===== src/rtl/arithmetic_issue.sv =====
// Single-slot issue stage for RV32I OP / OP-IMM with a 32-entry busy scoreboard.
// Define ARITHMETIC_ISSUE_BYPASS_EN to forward retire_data into operands in the retire cycle.
module arithmetic_issue #(
  parameter int DATA_WIDTH = 32
) (
  input  logic                  clk,
  input  logic                  reset,
  input  logic [31:0]           instruction,
  input  logic                  instruction_valid,
  output logic                  instruction_ready,
  output logic [4:0]            rs1_addr,
  output logic [4:0]            rs2_addr,
  input  logic [DATA_WIDTH-1:0] rs1_data,
  input  logic [DATA_WIDTH-1:0] rs2_data,
  output logic [DATA_WIDTH-1:0] lhs,
  output logic                  lhs_valid,
  output logic [DATA_WIDTH-1:0] rhs,
  output logic                  rhs_valid,
  output logic [2:0]            operation,
  output logic                  operation_valid,
  output logic [6:0]            metadata,
  output logic                  metadata_valid,
  output logic [4:0]            rd,
  input  logic                  issue_ready,
  output logic                  issue_fire,
  input  logic                  retire_valid,
  input  logic [4:0]            retire_rd,
  input  logic [DATA_WIDTH-1:0] retire_data,
  output logic                  illegal_instruction
);

  localparam logic [6:0] OPC_OP     = 7'h33;
  localparam logic [6:0] OPC_OP_IMM = 7'h13;

  logic                  r_full;
  logic                  r_is_imm;
  logic [4:0]            r_rs1;
  logic [4:0]            r_rs2;
  logic [4:0]            r_rd;
  logic [2:0]            r_funct3;
  logic [6:0]            r_metadata;
  logic [DATA_WIDTH-1:0] r_imm;
  logic [31:0]           r_busy;
  logic                  r_illegal;

  logic                  w_is_op;
  logic                  w_is_imm;
  logic                  w_legal;
  logic                  w_is_shift;
  logic                  w_accept;
  logic                  w_active;
  logic [DATA_WIDTH-1:0] w_dec_imm;
  logic [6:0]            w_dec_meta;
  logic [4:0]            w_dec_rs2;
  logic [31:0]           w_busy_set;
  logic [31:0]           w_busy_clr;
  logic [31:0]           w_busy_nxt;
  logic                  w_byp1;
  logic                  w_byp2;
  logic [DATA_WIDTH-1:0] w_lhs_src;
  logic [DATA_WIDTH-1:0] w_rhs_src;

  assign w_is_op    = (instruction[6:0] == OPC_OP);
  assign w_is_imm   = (instruction[6:0] == OPC_OP_IMM);
  assign w_legal    = w_is_op || w_is_imm;
  assign w_is_shift = w_is_imm && ((instruction[14:12] == 3'd1) || (instruction[14:12] == 3'd5));

  // Decode immediate, metadata and rs2 of the incoming word
  always_comb begin
    w_dec_imm  = '0;
    w_dec_meta = 7'd0;
    w_dec_rs2  = 5'd0;
    if (w_is_shift) begin
      w_dec_imm  = {{(DATA_WIDTH-5){1'b0}}, instruction[24:20]};
      w_dec_meta = instruction[31:25];
    end else if (w_is_imm) begin
      w_dec_imm  = {{(DATA_WIDTH-12){instruction[31]}}, instruction[31:20]};
    end else begin
      w_dec_meta = instruction[31:25];
      w_dec_rs2  = instruction[24:20];
    end
  end

`ifdef ARITHMETIC_ISSUE_BYPASS_EN
  assign w_byp1    = retire_valid && (retire_rd == r_rs1) && (r_rs1 != 5'd0);
  assign w_byp2    = retire_valid && !r_is_imm && (retire_rd == r_rs2) && (r_rs2 != 5'd0);
  assign w_lhs_src = w_byp1 ? retire_data : rs1_data;
  assign w_rhs_src = w_byp2 ? retire_data : rs2_data;
`else
  logic w_unused_retire_data;
  assign w_unused_retire_data = ^retire_data;
  assign w_byp1    = 1'b0;
  assign w_byp2    = 1'b0;
  assign w_lhs_src = rs1_data;
  assign w_rhs_src = rs2_data;
`endif

  // Reset forces every qualifier low even while the slot register still holds state
  assign w_active          = r_full && !reset;
  assign lhs_valid         = w_active && (!r_busy[r_rs1] || w_byp1);
  assign rhs_valid         = w_active && (r_is_imm || !r_busy[r_rs2] || w_byp2);
  assign operation_valid   = w_active;
  assign metadata_valid    = w_active;
  assign issue_fire        = lhs_valid && rhs_valid && !r_busy[r_rd] && issue_ready;
  assign instruction_ready = !reset && (!r_full || issue_fire);
  assign w_accept          = instruction_valid && instruction_ready;

  assign lhs                 = w_active ? w_lhs_src : '0;
  assign rhs                 = !w_active ? '0 : (r_is_imm ? r_imm : w_rhs_src);
  assign rs1_addr            = r_rs1;
  assign rs2_addr            = r_rs2;
  assign rd                  = r_rd;
  assign operation           = r_funct3;
  assign metadata            = r_metadata;
  assign illegal_instruction = r_illegal && !reset;

  // Set is applied after clear so a same-cycle issue to a retiring register keeps it busy
  assign w_busy_clr = retire_valid ? (32'd1 << retire_rd) : 32'd0;
  assign w_busy_set = issue_fire ? (32'd1 << r_rd) : 32'd0;
  assign w_busy_nxt = ((r_busy & ~w_busy_clr) | w_busy_set) & 32'hFFFF_FFFE;

  // Slot, scoreboard and illegal-pulse state
  always_ff @(posedge clk) begin
    if (reset) begin
      r_full     <= 1'b0;
      r_is_imm   <= 1'b0;
      r_rs1      <= 5'd0;
      r_rs2      <= 5'd0;
      r_rd       <= 5'd0;
      r_funct3   <= 3'd0;
      r_metadata <= 7'd0;
      r_imm      <= '0;
      r_busy     <= 32'd0;
      r_illegal  <= 1'b0;
    end else begin
      r_busy    <= w_busy_nxt;
      r_illegal <= w_accept && !w_legal;
      if (w_accept && w_legal) begin
        r_full     <= 1'b1;
        r_is_imm   <= w_is_imm;
        r_rs1      <= instruction[19:15];
        r_rs2      <= w_dec_rs2;
        r_rd       <= instruction[11:7];
        r_funct3   <= instruction[14:12];
        r_metadata <= w_dec_meta;
        r_imm      <= w_dec_imm;
      end else if (issue_fire) begin
        r_full <= 1'b0;
      end else begin
        r_full <= r_full;
      end
    end
  end

endmodule


===== config.mk =====
export PLATFORM = sky130hd
export DESIGN_NAME = arithmetic_issue
export DESIGN_NICKNAME = d
export VERILOG_FILES = /design/src/rtl/arithmetic_issue.sv
export SDC_FILE = /design/constraint.sdc
export NUM_CORES = 1
export LEC_CHECK = 0
export CORE_MARGIN = 3
export CORE_UTILIZATION = 44
export CTS_BUF_LIST = sky130_fd_sc_hd__clkbuf_16
export CTS_CLUSTER_DIAMETER = 60
export CTS_CLUSTER_SIZE = 30
export DETAILED_ROUTE_END_ITERATION = 8
export PLACE_DENSITY = 0.95
export SLEW_MARGIN = 10
export SYNTH_ARGS = -nofsm -noshare
export SYNTH_HDL_FRONTEND = slang
export SYNTH_SLANG_ARGS = --single-unit

===== constraint.sdc =====
create_clock -name clk -period 3.57 [get_ports clk]
set_input_delay 0.357 -clock clk [delete_from_list [all_inputs] [get_ports clk]]
set_output_delay 0.357 -clock clk [all_outputs]
set_load 0.02 [all_outputs]

==> parameters.txt <==
Parameter                              Value

Run status
  Status    finished clean

Worst setup path
  Largest stage delay, worst path    ~600 ps
  Slowest stage cell on the critical path    sky130_fd_sc_hd__clkdlybuf4s50_1
  Family with the most delay on the worst path    buffers and inverters
  Worst setup slack for register-to-register paths    around 700 ps
  Cell chain of the critical path    buf_4 -> mux2_2 -> nor3b_1 -> o41ai_1 -> a211oi_4 -> nand3_2 -> inv_1 -> clkdlybuf4s50_1
  Setup Crit Path Kind    flop to primary output
  Data required time of the critical path    3210 ps
  Buffers plus inverters on the worst setup path    3
  Crit start category    flop
  Critical path fanouts, max    14
  Arrival time reported for the critical path endpoint    2960 ps
  Worst Setup End Kind    primary output

Logic synthesis
  Synth Net Count    slightly below 700
  Number of enable-type register cells in the synthesized netlist    0
  Primary FF master, synth    sky130_fd_sc_hd__dfxtp_1
  Post-synthesis instance area    4500 um2
  Post-synthesis instance total    between 500 and 600
  Proportion of register bits with asynchronous set or reset after synthesis    0%
  Share of the synthesized area in the top cell type    about a third
  Flop and latch count out of synthesis    a little over 70
  Yosys cell types    47
  Synth warn    0
  Largest cells by area after synthesis    sky130_fd_sc_hd__dfxtp_1 (32%), sky130_fd_sc_hd__mux4_2 (9.5%), sky130_fd_sc_hd__a21oi_1 (6.8%)
  Syn avg cell area    around 8.3 um2
  Largest area contributor in the netlist    sky130_fd_sc_hd__dfxtp_1
  Sequential area share after synthesis    roughly a third

Finish
  Diode insertion count for antenna repair    0
  Final design area excluding fillers    ~6900 um2
  Number of nets in the finished design    about 850
  Leading cell type in the layout, fill and taps excluded    sky130_fd_sc_hd__clkdlybuf4s50_1
  Share of layout cells above drive strength 1    ~8.9%
  Leading cell types in the layout, fill and taps excluded    sky130_fd_sc_hd__clkdlybuf4s50_1 (200), sky130_fd_sc_hd__dfxtp_1 (68), sky130_fd_sc_hd__a21oi_1 (61)
  Growth of design area from synthesis to finish    53.0%
  Number of filler instances in the final layout    ~700

STA
  Setup violation total in the final timing report    0
  Slew at the pin with the worst max-slew slack    approximately 860 ps
  WHS    approximately 480 ps
  Clock Skews    around 7.3 ps
  Slew Viols, Final    0
  Achievable frequency    between 300 and 400 MHz
  Number of failing hold endpoints at the final stage    0
  Setup TNS    0 ps
  Slew margin rel.    between 40% and 50%
  Final period demand of the worst path    about 3300 ps
  RSZ-0062 raised after global routing    no
  Final critical-path share of the clock period    between 90 and 100%

Clock tree
  Clock slew at the register clock pins of the worst setup and hold paths    ~60 ps
  Number of buffers inserted by hold repair at cts    0
  Number of H-tree levels    3
  Buffer type at the clock tree root    sky130_fd_sc_hd__clkbuf_16
  Number of buffers created by CTS    9
  Clk_lat worst skew    330 ps
  Clock net sink count    71
  Buffers from clock root to sink, at most    2
  CTS tree    built

Worst hold path
  Tightest Hold Check Type    flop to flop

GRT
  Total GRT Usage    about 29%
  Number of global-route vias before repair    approximately 4800
  Antenna violations before repair    0
  Total congestion overflow    0
  Wire length of the first global-routing pass    around 26000 um
  Maximum number of pins on one net before global-route repair    46

Floorplanning
  FP Rows    36
  Number of top-level pins    234
  Vert. Die Dim    about 110 um
  Die boundary width    approximately 110 um
  Area enclosed by the die boundary    ~11000 um2
  Floorplan Core Area    ~9900 um2
  Initial Util    between 40 and 50%

Detailed routing
  Total number of vias    between 5000 and 6000
  Starting DRC count in detailed routing    ~470
  Routed wire per std cell    19.8 um
  DRC viols    0
  Drt total wl    about 17000 um
  Detailed-router iteration count before antenna repair    7
  Routed vias/inst    approximately 6.0
  Antenna Nets Post-Route    0

Power
  VDD IR-drop max    0.359 mV
  Static leakage    ~0.0022 uW
  Pwr/cell area    slightly below 300 nW/um2

Place
  Placed Instance Area    6510 um2
  Routability congestion estimate from global placement    approximately 0.92
  HPWL after detailed placement    between 10000 and 15000 um
  IO Port Bufs    201

Run
  Max_cap viols    0
repair_timing:
action | CTS | global route
buffers inserted | 0 | 2
hold endpoints to repair | 0 | 0
pin swaps | 0 | 1
endpoints found under the setup margin | 1 | 1
gates resized for setup | 1 | 4
area by class of cell:
type	count	area (um2)	area share (%)
inverter	9	33.8	0.491
timing repair buffer	217	2150	31.2
tap	133	166	2.42
clock inverter	7	121	1.76
multi-input combinational	405	2760	40.1
sequential	71	1430	20.7
clock buffer	9	225	3.27
sequential cells by signal, summed over array words and instances (netlist names):
| name | cells |
|---|---|
| r_busy | 31 |
| r_imm | 12 |
| metadata | 7 |
| rd | 5 |
| rs1_addr | 5 |
| rs2_addr | 5 |
| operation | 3 |
| r_full | 1 |
| r_illegal | 1 |
| r_is_imm | 1 |
layer usage:
layer | vias to the layer above | share of wire, % | global-route usage [%]
met4 | 0 | 3.3 | 10.7
met3 | 52 | 8.7 | 6.86
met2 | 297 | 50 | 48.0
met1 | 2437 | 38 | 35.5
li1 | 2321 | - | -
met5 | - | 0 | 0
worst register-to-register path: stages, from the launching register on:
cell and delay (ps):
sky130_fd_sc_hd__dfxtp_1 380, sky130_fd_sc_hd__buf_4 240, sky130_fd_sc_hd__mux2_2 360, sky130_fd_sc_hd__nor3b_1 270, sky130_fd_sc_hd__o41ai_1 170, sky130_fd_sc_hd__a211oi_4 310, sky130_fd_sc_hd__buf_4 170, sky130_fd_sc_hd__o2111ai_2 100
sky130_fd_sc_hd__buf_4 270, sky130_fd_sc_hd__o21ai_0 330, sky130_fd_sc_hd__a21oi_1 140
logic make-up after synthesis:
kind of cell,synth area share (%)
AND/OR/NAND/NOR,24.9
buffers and inverters,7.23
multiplexers,15.6
flip-flops,31.6
AO/OA/AOI/OAI,20.7
cells in the mapped netlist (all sizes together), types with 2 or more instances:
cell and instances:
dfxtp 71, mux4 19, nand2 24, or2 2
buf 25, o21ai 68, a211o 3, nor2b 13
nor3b 4, and2 33, nor3 4, a21oi 61
a211oi 2, o211ai 12, nor2 17, mux2 4
clkbuf 30, nand3b 4, nand3 37, nand4b 8
nand2b 27, mux2i 23, nand4 21, inv 9
o311ai 4
metrics by stage:
step                util (%)  cells  power [uW]  setup WS, ps
floorplan                  -    540         871           875
global placement        66.0    833        1000           354
detailed placement      66.0    833        1010           325
CTS                     69.6    849        2030          59.9
global route            69.8    851        2080           132
finish                  69.8    851        2030           252
worst paths after layout:
| kind | from | end | cells after the start |
|---|---|---|---|
| setup reg to reg | rd[1] | operation[1] | 10 |
| setup / recovery | rd[1] | issue_fire | 8 |
| hold / removal | r_imm[5] | r_imm[5] | 2 |
| hold reg to reg | r_imm[5] | r_imm[5] | 2 |
report_power, final:
| group | total [uW] | internal [uW] | switching (uW) | leakage (uW) |
|---|---|---|---|---|
| combinational | 203 | 124 | 78.5 | 0.00151 |
| clock | 1040 | 684 | 353 | 0.000170 |
| sequential | 794 | 793 | 1.35 | 0.000574 |
Note: power is estimated with default switching activity, not from simulation.
